$ cat src/rtl/online_pkg.sv
// Shared definitions for radix-2 online arithmetic: digit encoding, converter FSM states,
// and the on-the-fly conversion step used by converters and reference models.
package online_pkg;

    localparam logic [1:0] DIG_POS   = 2'b10;
    localparam logic [1:0] DIG_NEG   = 2'b01;
    localparam int         OTF_MAX_W = 32;

    typedef enum logic [1:0] {
        ST_IDLE,
        ST_SKIP,
        ST_COLLECT,
        ST_DONE
    } otf_state_e;

    typedef struct packed {
        logic [OTF_MAX_W-1:0] q;
        logic [OTF_MAX_W-1:0] qm;
    } otf_pair_t;

    // Callers truncate to their own width; dropping the MSBs keeps the sign correct.
    function automatic otf_pair_t otf_step(input logic [OTF_MAX_W-1:0] q,
                                           input logic [OTF_MAX_W-1:0] qm,
                                           input logic zp,
                                           input logic zn);
        otf_pair_t r;
        case ({zp, zn})
            DIG_POS: begin
                r.q  = {q[OTF_MAX_W-2:0], 1'b1};
                r.qm = {q[OTF_MAX_W-2:0], 1'b0};
            end
            DIG_NEG: begin
                r.q  = {qm[OTF_MAX_W-2:0], 1'b1};
                r.qm = {qm[OTF_MAX_W-2:0], 1'b0};
            end
            default: begin
                r.q  = {q[OTF_MAX_W-2:0], 1'b0};
                r.qm = {qm[OTF_MAX_W-2:0], 1'b1};
            end
        endcase
        return r;
    endfunction

endpackage

$ cat src/rtl/online_otf_converter_if.sv
// Digit-stream input and parallel-result output of the on-the-fly converter.
interface online_otf_converter_if #(
    parameter int OUT_DIGITS = 5
);
    logic                  start;
    logic                  zp;
    logic                  zn;
    logic [OUT_DIGITS:0]   result;
    logic                  result_valid;
    logic                  busy;

    modport master (
        output start, zp, zn,
        input  result, result_valid, busy
    );

    modport slave (
        input  start, zp, zn,
        output result, result_valid, busy
    );
endinterface

$ cat src/rtl/online_otf_converter.sv
// Converts an MSB-first signed-digit stream into two's complement with Q/QM on-the-fly registers.
// Result appears one cycle after the last digit; no backpressure, start is ignored while busy.
module online_otf_converter
    import online_pkg::*;
#(
    parameter int OUT_DIGITS = 5,
    parameter int DELTA      = 2
) (
    input  logic                    clock,
    input  logic                    reset,
    online_otf_converter_if.slave   bus
);

    localparam int W   = OUT_DIGITS + 1;
    localparam int DCW = (OUT_DIGITS > 1) ? $clog2(OUT_DIGITS) : 1;

    otf_state_e         r_state;
    otf_state_e         w_state_nxt;
    logic [3:0]         r_skip_cnt;
    logic [DCW-1:0]     r_dig_cnt;
    logic [W-1:0]       r_q;
    logic [W-1:0]       r_qm;
    logic [W-1:0]       r_result;
    logic               w_enter_collect;
    logic               w_last_digit;
    logic               w_accept_start;
    otf_pair_t          w_step;
    logic               w_unused;

    assign w_last_digit   = (r_dig_cnt == DCW'(OUT_DIGITS - 1));
    assign w_accept_start = ((r_state == ST_IDLE) || (r_state == ST_DONE)) && bus.start;
    assign w_step         = otf_step(OTF_MAX_W'(r_q), OTF_MAX_W'(r_qm), bus.zp, bus.zn);
    assign w_unused       = &{1'b0, w_step.q[OTF_MAX_W-1:W], w_step.qm[OTF_MAX_W-1:W]};

    // r_skip_cnt holds the number of SKIP cycles still to spend, this one included.
    always_comb begin
        w_state_nxt     = r_state;
        w_enter_collect = 1'b0;
        case (r_state)
            ST_IDLE, ST_DONE: begin
                if (bus.start) begin
                    if (DELTA == 1) begin
                        w_state_nxt     = ST_COLLECT;
                        w_enter_collect = 1'b1;
                    end else begin
                        w_state_nxt = ST_SKIP;
                    end
                end else begin
                    w_state_nxt = ST_IDLE;
                end
            end
            ST_SKIP: begin
                if (r_skip_cnt == 4'd1) begin
                    w_state_nxt     = ST_COLLECT;
                    w_enter_collect = 1'b1;
                end
            end
            ST_COLLECT: begin
                if (w_last_digit) begin
                    w_state_nxt = ST_DONE;
                end
            end
            default: w_state_nxt = ST_IDLE;
        endcase
    end

    always_ff @(posedge clock or posedge reset) begin
        if (reset) begin
            r_state <= ST_IDLE;
        end else begin
            r_state <= w_state_nxt;
        end
    end

    always_ff @(posedge clock or posedge reset) begin
        if (reset) begin
            r_skip_cnt <= '0;
            r_dig_cnt  <= '0;
            r_q        <= '0;
            r_qm       <= '1;
            r_result   <= '0;
        end else begin
            if (w_accept_start) begin
                r_skip_cnt <= 4'(DELTA - 1);
            end else if (r_state == ST_SKIP) begin
                r_skip_cnt <= r_skip_cnt - 4'd1;
            end

            if (w_enter_collect) begin
                r_dig_cnt <= '0;
                r_q       <= '0;
                r_qm      <= '1;
            end else if (r_state == ST_COLLECT) begin
                r_dig_cnt <= r_dig_cnt + DCW'(1);
                r_q       <= w_step.q[W-1:0];
                r_qm      <= w_step.qm[W-1:0];
                if (w_last_digit) begin
                    r_result <= w_step.q[W-1:0];
                end
            end
        end
    end

    assign bus.result       = r_result;
    assign bus.result_valid = (r_state == ST_DONE);
    assign bus.busy         = (r_state == ST_SKIP) || (r_state == ST_COLLECT);

endmodule

$ cat src/flat_wrapper.sv
// flat-port wrapper written by rule: the top's interface ports become plain ports
module online_otf_converter_flat import online_pkg::*;
#(
    parameter int OUT_DIGITS = 5,
    parameter int DELTA      = 2
)
  (clock, reset, bus_start, bus_zp, bus_zn, bus_result, bus_result_valid, bus_busy);
  online_otf_converter_if #(.OUT_DIGITS(OUT_DIGITS)) bus_i ();
  input  logic clock;
  input  logic reset;
  input wire logic [$bits(bus_i.start)-1:0] bus_start;
  input wire logic [$bits(bus_i.zp)-1:0] bus_zp;
  input wire logic [$bits(bus_i.zn)-1:0] bus_zn;
  output wire logic [$bits(bus_i.result)-1:0] bus_result;
  output wire logic [$bits(bus_i.result_valid)-1:0] bus_result_valid;
  output wire logic [$bits(bus_i.busy)-1:0] bus_busy;
  assign bus_i.start = bus_start;
  assign bus_i.zp = bus_zp;
  assign bus_i.zn = bus_zn;
  assign bus_result = bus_i.result;
  assign bus_result_valid = bus_i.result_valid;
  assign bus_busy = bus_i.busy;
  online_otf_converter #(.OUT_DIGITS(OUT_DIGITS), .DELTA(DELTA)) u_core (.clock(clock), .reset(reset), .bus(bus_i));
endmodule
$ cat config.mk
export PLATFORM = sky130hd
export DESIGN_NAME = online_otf_converter_flat
export DESIGN_NICKNAME = d
export VERILOG_FILES = /design/src/rtl/online_pkg.sv /design/src/rtl/online_otf_converter_if.sv /design/src/rtl/online_otf_converter.sv /design/src/flat_wrapper.sv
export SDC_FILE = /design/constraint.sdc
export NUM_CORES = 1
export LEC_CHECK = 0
export ABC_AREA = 1
export ABC_CLOCK_PERIOD_IN_PS = 1700
export CAP_MARGIN = 20
export CORE_MARGIN = 2
export CORE_UTILIZATION = 38
export DETAILED_ROUTE_END_ITERATION = 12
export PLACE_DENSITY = 0.62
export SYNTH_ARGS = -nofsm -noshare
export SYNTH_HDL_FRONTEND = slang
export SYNTH_SLANG_ARGS = --single-unit
$ cat constraint.sdc
create_clock -name clock -period 1.7 [get_ports clock]
set_input_delay 0.34 -clock clock [delete_from_list [all_inputs] [get_ports clock]]
set_output_delay 0.34 -clock clock [all_outputs]
set_load 0.02 [all_outputs]
### Yosys cells after proc, flatten, opt, wreduce, memory -nomap -nowiden

Index checks and enable logic that the tools add are counted.

| operators by class | value |
|---|---|
| $add $sub $neg | 2 |
| eq/ne operators | 9 |
| muxes and demuxes | 15 |
| bitwise operators | 1 |
| reductions and logical operators | 9 |

Operators with widths:

| operator | count |
|---|---|
| 38-bit case mux with 2 select lines | 1 |
| 6-bit two-way mux | 4 |
| 4-bit two-way mux | 2 |
| 2-bit equality test (second input constant) | 3 |
| 3-bit two-way mux | 2 |
| 2-bit case mux with 3 select lines | 1 |
| 2-bit by 1-bit equality test with 1-bit output (second input constant) | 2 |
| 4-bit by 1-bit equality test with 1-bit output (second input constant) | 1 |
| 2-bit two-way mux | 2 |
| 2-bit by 1-bit != test with 1-bit output (second input constant) | 2 |
| 2-bit nonzero test | 2 |
| 4-bit by 1-bit subtractor with 4-bit output (second input constant) | 1 |
| 3-bit by 1-bit adder with 3-bit output (second input constant) | 1 |
| 3-bit equality test (second input constant) | 1 |
| 1-bit two-way mux | 3 |
| 3-bit AND reduction | 1 |
| 2-bit logical NOT | 1 |
| 1-bit logical OR | 2 |
| 2-bit AND reduction | 1 |
| 2-bit OR reduction | 1 |
| 1-bit logical AND | 1 |
| 1-bit NOT | 1 |

| storage, ports and cells | value |
|---|---|
| register bits | 27 |
| output and inout bits | 8 |
| word-level logic and storage cells | 42 |

### Logic depth before layout (Yosys ltp)

Gate-level depths: netlist (run 1).

| logic depth | value |
|---|---|
| word-level depth | 5 |
| mapped depth | 8 |

### Least setup slack after synthesis (run 1)

Ideal clock, no wire load.

| timing | value |
|---|---|
| path kind | input to register |
| from | input bus_zn |
| to | register u_core.r_result[5] (netlist: u_core.bus.result[5]) |
| library setup time | 0.123 ns |
| arrival | 1.155 ns |
| required time | 1.577 ns |
| slack | 0.422 ns |
| stages | 7 |
| buffers on the path | 1 |
| cells stage by stage | inv_1 -> ha_1 -> buf_4 -> nor2_1 -> nor2_1 -> o21ai_0 -> nand2_1 |

| on the way | value |
|---|---|
| cells in the longest elaborated chain, start to end | 2 |
| elaborated cells on any way between the ends | 3 |
| those cells by class | eq/ne (2); mux (1) |

Ends and longest elaborated chain:

| item | line | text |
|---|---|---|
| start: declaration | flat_wrapper.sv:13 | `input wire logic [$bits(bus_i.zn)-1:0] bus_zn;` |
| 2-bit by 1-bit equality test with 1-bit output / 2-bit equality test (equally long branches) | online_pkg.sv:27 | `case ({zp, zn})` |
| 38-bit case mux with 2 select lines (*) | online_pkg.sv:27 |  |
| end signal: assignment | online_otf_converter.sv:98 | `r_result <= w_step.q[W-1:0];` |
| end: declaration | online_otf_converter.sv:23 | `logic [W-1:0] r_result;` |

Mark *: on every way between the ends. The rest lies on a longest branch, timed or not.
A chain may end at the register's enable or synchronous reset.

### Worst setup path in the final report (run 1)

| timing | value |
|---|---|
| from | register u_core.r_state[1] |
| to | output bus_busy |

| on the way | value |
|---|---|
| cells in the longest elaborated chain, start to end | 2 |
| elaborated cells on any way between the ends | 3 |
| those cells by class | eq/ne (2); reduce/logical (1) |

Ends and longest elaborated chain:

| item | line | text |
|---|---|---|
| start: declaration | online_otf_converter.sv:17 | `otf_state_e r_state;` |
| start signal: assignment | online_otf_converter.sv:71 | `r_state <= w_state_nxt;` |
| 2-bit by 1-bit equality test with 1-bit output / 2-bit equality test (equally long branches) | online_otf_converter.sv:106 | `assign bus.busy = (r_state == ST_SKIP) \|\| (r_state == ST_COLLECT);` |
| 1-bit logical OR (*) | online_otf_converter.sv:106 |  |
| end: declaration | flat_wrapper.sv:16 | `output wire logic [$bits(bus_i.busy)-1:0] bus_busy;` |

Marked as above.

==> flow_metrics.py, run 1 <==
metrics = {
    "timing": {
        "setup_violations": 0,
        "period_share_pct": 95.1,
        "f_max_ghz": 0.618,
        "report.final.hold_viol_count": 0,
        "worst_slew_margin_relative_to_its_limit_pct": 78.3,
        "post-route-min-period_ps": 1620,
        "worstMarginPinSlew_ps": 325,
        "worst_slack_setup_final_ps": 82.8,
        "drv_slew": 0,
        "finClkSkew_ps": 10.3,
        "grt_setup_unrepaired": "no",
    },
    "layout": {
        "multi_input_gate_area_um2": 644,
        "sequential_cell_area_um2": 632,
        "post_route_cells_drive_above_1_share_pct": 15.4,
        "area_growth_pct": 20.7,
        "final_stage_net_count": 217,
        "antennaDiodeCount": 0,
        "final_cell_area_um2": 1650,
        "fin_util_pct": 48.7,
        "n_fill_cell": 335,
    },
    "critical_path": {
        "worstSetupPathType": "flop to primary output",
        "timing.critical_path.fanout_max": 2,
        "required_time_worst_endpoint_ps": 1360,
        "endpoint_kind": "primary output",
        "cp_num_buf_inv": 2,
        "critical_path.slowest_cell": "sky130_fd_sc_hd__dfrtp_1",
        "critPathMaxStageDelay_ps": 410,
        "worstPathArrival_ps": 1280,
        "crit_path_start_kind": "flop",
        "worst_path_dominant_cell_family": "flip-flops",
        "path_cells": "ha_1 -> inv_1 -> buf_4",
    },
    "floorplan": {
        "die-area_um2": 4090,
        "floorplan.die.height_um": 64.0,
        "core.rowCount": 21,
        "core_um2": 3390,
        "die_width_um": 64.0,
        "io_pins": 13,
        "start_util_pct": 40.3,
    },
    "route": {
        "routed_via_density": 4.70,
        "routed-via-count": 1160,
        "antenna_violating_nets_post_route": 0,
        "avg_wl_per_cell_um": 11.1,
        "wl_mm": 2.74,
        "drtPass1Iterations": 4,
        "detailedRoute.firstIterationViolations": 50,
        "drc": 0,
    },
    "clock_tree": {
        "htree_levels": 1,
        "cts_tree": "yes",
        "worst_skew_late_latency_ps": 330,
        "cts-buffers-inserted": 3,
        "cts.hold.buffers_added": 0,
        "clock_edge_transition_at_the_registers_on_the_reported_setup_and_hold_paths_ps": 160,
        "clk_path_buf_depth": 2,
        "clock_root_buffer": "sky130_fd_sc_hd__clkbuf_4",
        "clock_sink_count": 25,
    },
    "grt": {
        "grt_use_total_pct": 14.9,
        "grt_pass1_wl_mm": 4.91,
        "antenna_violations_before_repair": 0,
        "gr-usage-met2_pct": 27.2,
        "use_met3_pct": 3.70,
        "gr-max-usage-layer": "met2",
        "grt_start_max_net_pins": 26,
        "first_global_vias": 1164,
        "gr-total-overflow": 0,
        "grt_util_met1_pct": 18.5,
    },
    "synth": {
        "synthDistinctLibCells": 18,
        "synth.ff_latch_count": 25,
        "synthesized_area_divided_by_synthesized_cell_count_um2": 7.76,
        "postSynth.asyncResetShare_pct": 100,
        "synth_warnings": 0,
        "synth.cell_area_um2": 1370,
        "synth_edf_count": 0,
        "synth-main-ff-cell": "sky130_fd_sc_hd__dfrtp_1",
        "synth-seq-area-share_pct": 46.2,
        "synth_cells": 176,
        "postSynthNetCount": 191,
    },
    "placement": {
        "buffer_ports.inserted": 12,
        "gpl.final_weighted_congestion": 0.926,
        "detailedPlace.worstSlack_ps": -184,
        "hpwl_mm": 2.06,
        "postPlaceCellArea_um2": 1610,
    },
    "power_and_ir_drop": {
        "power_frac_clock_pct": 10.6,
        "p_int_mw": 1.55,
        "pwr-share-comb_pct": 51.8,
        "swShare_pct": 44.2,
        "power_switching_mw": 1.22,
        "powerDensity_nw_per_um2": 1680,
        "cellLeakagePower_nw": 0.965,
        "seqPwrFrac_pct": 37.6,
        "worst_ir_drop_vdd_uv": 1310,
    },
    "job": {
        "drv_cap": 0,
    },
    "min_path": {
        "min-delay-path-class": "input pin to asynchronous set/reset pin",
    },
    "run_status": {
        "outcome": "finished clean",
    },
}
## Yosys cell counts (3+ instances only)
master | instances | area [um2]
sky130_fd_sc_hd__dfstp_2 | 5 | 131
sky130_fd_sc_hd__dfrtp_1 | 20 | 500
sky130_fd_sc_hd__inv_2 | 3 | 11.3
sky130_fd_sc_hd__inv_1 | 19 | 71.3
sky130_fd_sc_hd__nor2_1 | 10 | 37.5
sky130_fd_sc_hd__o21ai_0 | 14 | 70.1
sky130_fd_sc_hd__nand2_1 | 67 | 251
sky130_fd_sc_hd__a21oi_1 | 3 | 15.0
sky130_fd_sc_hd__ha_1 | 10 | 125
sky130_fd_sc_hd__nand3_1 | 14 | 70.1
## worst min-delay path, cell delays in order
cell,delay [ps]
sky130_fd_sc_hd__clkdlybuf4s50_1,390
sky130_fd_sc_hd__inv_1,50
sky130_fd_sc_hd__buf_4,310
## repair_timing
item                       CTS  global route
resized for setup            6             8
gates cloned                 0             0
pin swaps                    0             1
setup buffers                0             0
setup endpoints to repair    2             8
## cells in the final DEF, fill, tap and decap left out, drive strengths merged
cell and instances:
inv 22, dfstp 5, clkdlybuf4s50 4, nand2 69, clkinvlp 1, o21ai 14, nor2 14, and3 1
a211oi 1, nand3 14, a21oi 3, dlymetal6s2s 6, nor3 1, dfrtp 20, buf 11, ha 10
clkbuf 4, o211ai 1
## power groups by stage
stage / clock network (mW) / logic, mW / registers [mW]
global route: 0.322 / 1.65 / 1.08
detailed placement: 0 / 1.48 / 1.05
finish: 0.294 / 1.43 / 1.04
floorplan: 0 / 0.935 / 1.09
global placement: 0 / 1.44 / 1.05
CTS: 0.304 / 1.46 / 1.04
## metal layers
metal / vias to the layer above / share of wire, %
met5: - / 0
met4: 0 / 0.37
met3: 2 / 3.1
met2: 20 / 50
met1: 541 / 47
li1: 597 / -
## registers in the layout (all words and copies together), names as in the netlist
register,count
u_core.r_dig_cnt,3
u_core.r_skip_cnt,4
u_core.r_qm,5
u_core.bus.result,6
u_core.r_state,2
u_core.r_q,5
## cell families (layout without fill, tap and decap cells)
kind of cell | after synthesis | in the layout | synth area share (%)
compound gates | 19 | 19 | 7.33
fa+ha+maj | 10 | 10 | 9.16
buf+inv | 23 | 48 | 6.59
flops | 25 | 25 | 46.2
simple gates | 99 | 99 | 30.7
## final timing paths
path / slack, ps / to / cells past startpoint / from
setup / recovery: 80 / bus_busy / 3 / u_core.r_state[1]$_DFFE_PP0P_
hold / removal: 330 / u_core.r_dig_cnt[1]$_DFFE_PP0P_ / 3 / reset
setup reg to reg: 240 / u_core.r_dig_cnt[0]$_DFFE_PP0P_ / 8 / u_core.r_state[1]$_DFFE_PP0P_
hold reg to reg: 480 / u_core.r_qm[4]$_DFFE_PP1P_ / 2 / u_core.r_qm[4]$_DFFE_PP1P_
max in group asynchronous: 1070 / u_core.r_qm[1]$_DFFE_PP1P_ / 3 / reset
min in group clock: 480 / u_core.r_qm[4]$_DFFE_PP1P_ / 2 / u_core.r_qm[4]$_DFFE_PP1P_
## stage by stage
stage          hold slack [ps]  total power, mW  instances  TNS, ps
6_report                   330             2.77        247        0
5_1_grt                    380             3.05        247        0
4_1_cts                    338             2.81        247        0
3_5_place_dp               460             2.53        243    -2090
3_3_place_gp               458             2.48        243    -1790
2_1_floorplan              364             2.02        176        0
## final cells by class
| class | count | share of cell area, % |
|---|---|---|
| clock buffers | 3 | 1.37 |
| multi-input cells | 128 | 39.1 |
| flip-flops and latches | 25 | 38.3 |
| well taps | 46 | 3.49 |
| clock inverters | 1 | 0.455 |
| repair buffers | 22 | 12.3 |
| inverters | 22 | 5.01 |
No activity file was read; power rests on OpenSTA's default activity.
==> run 2: changes to the inputs <==
CTS_CLUSTER_SIZE = 8   (was not set)
==> results of run 2 <==
The final DEF is identical to that of run 1; final timing and power are the same.
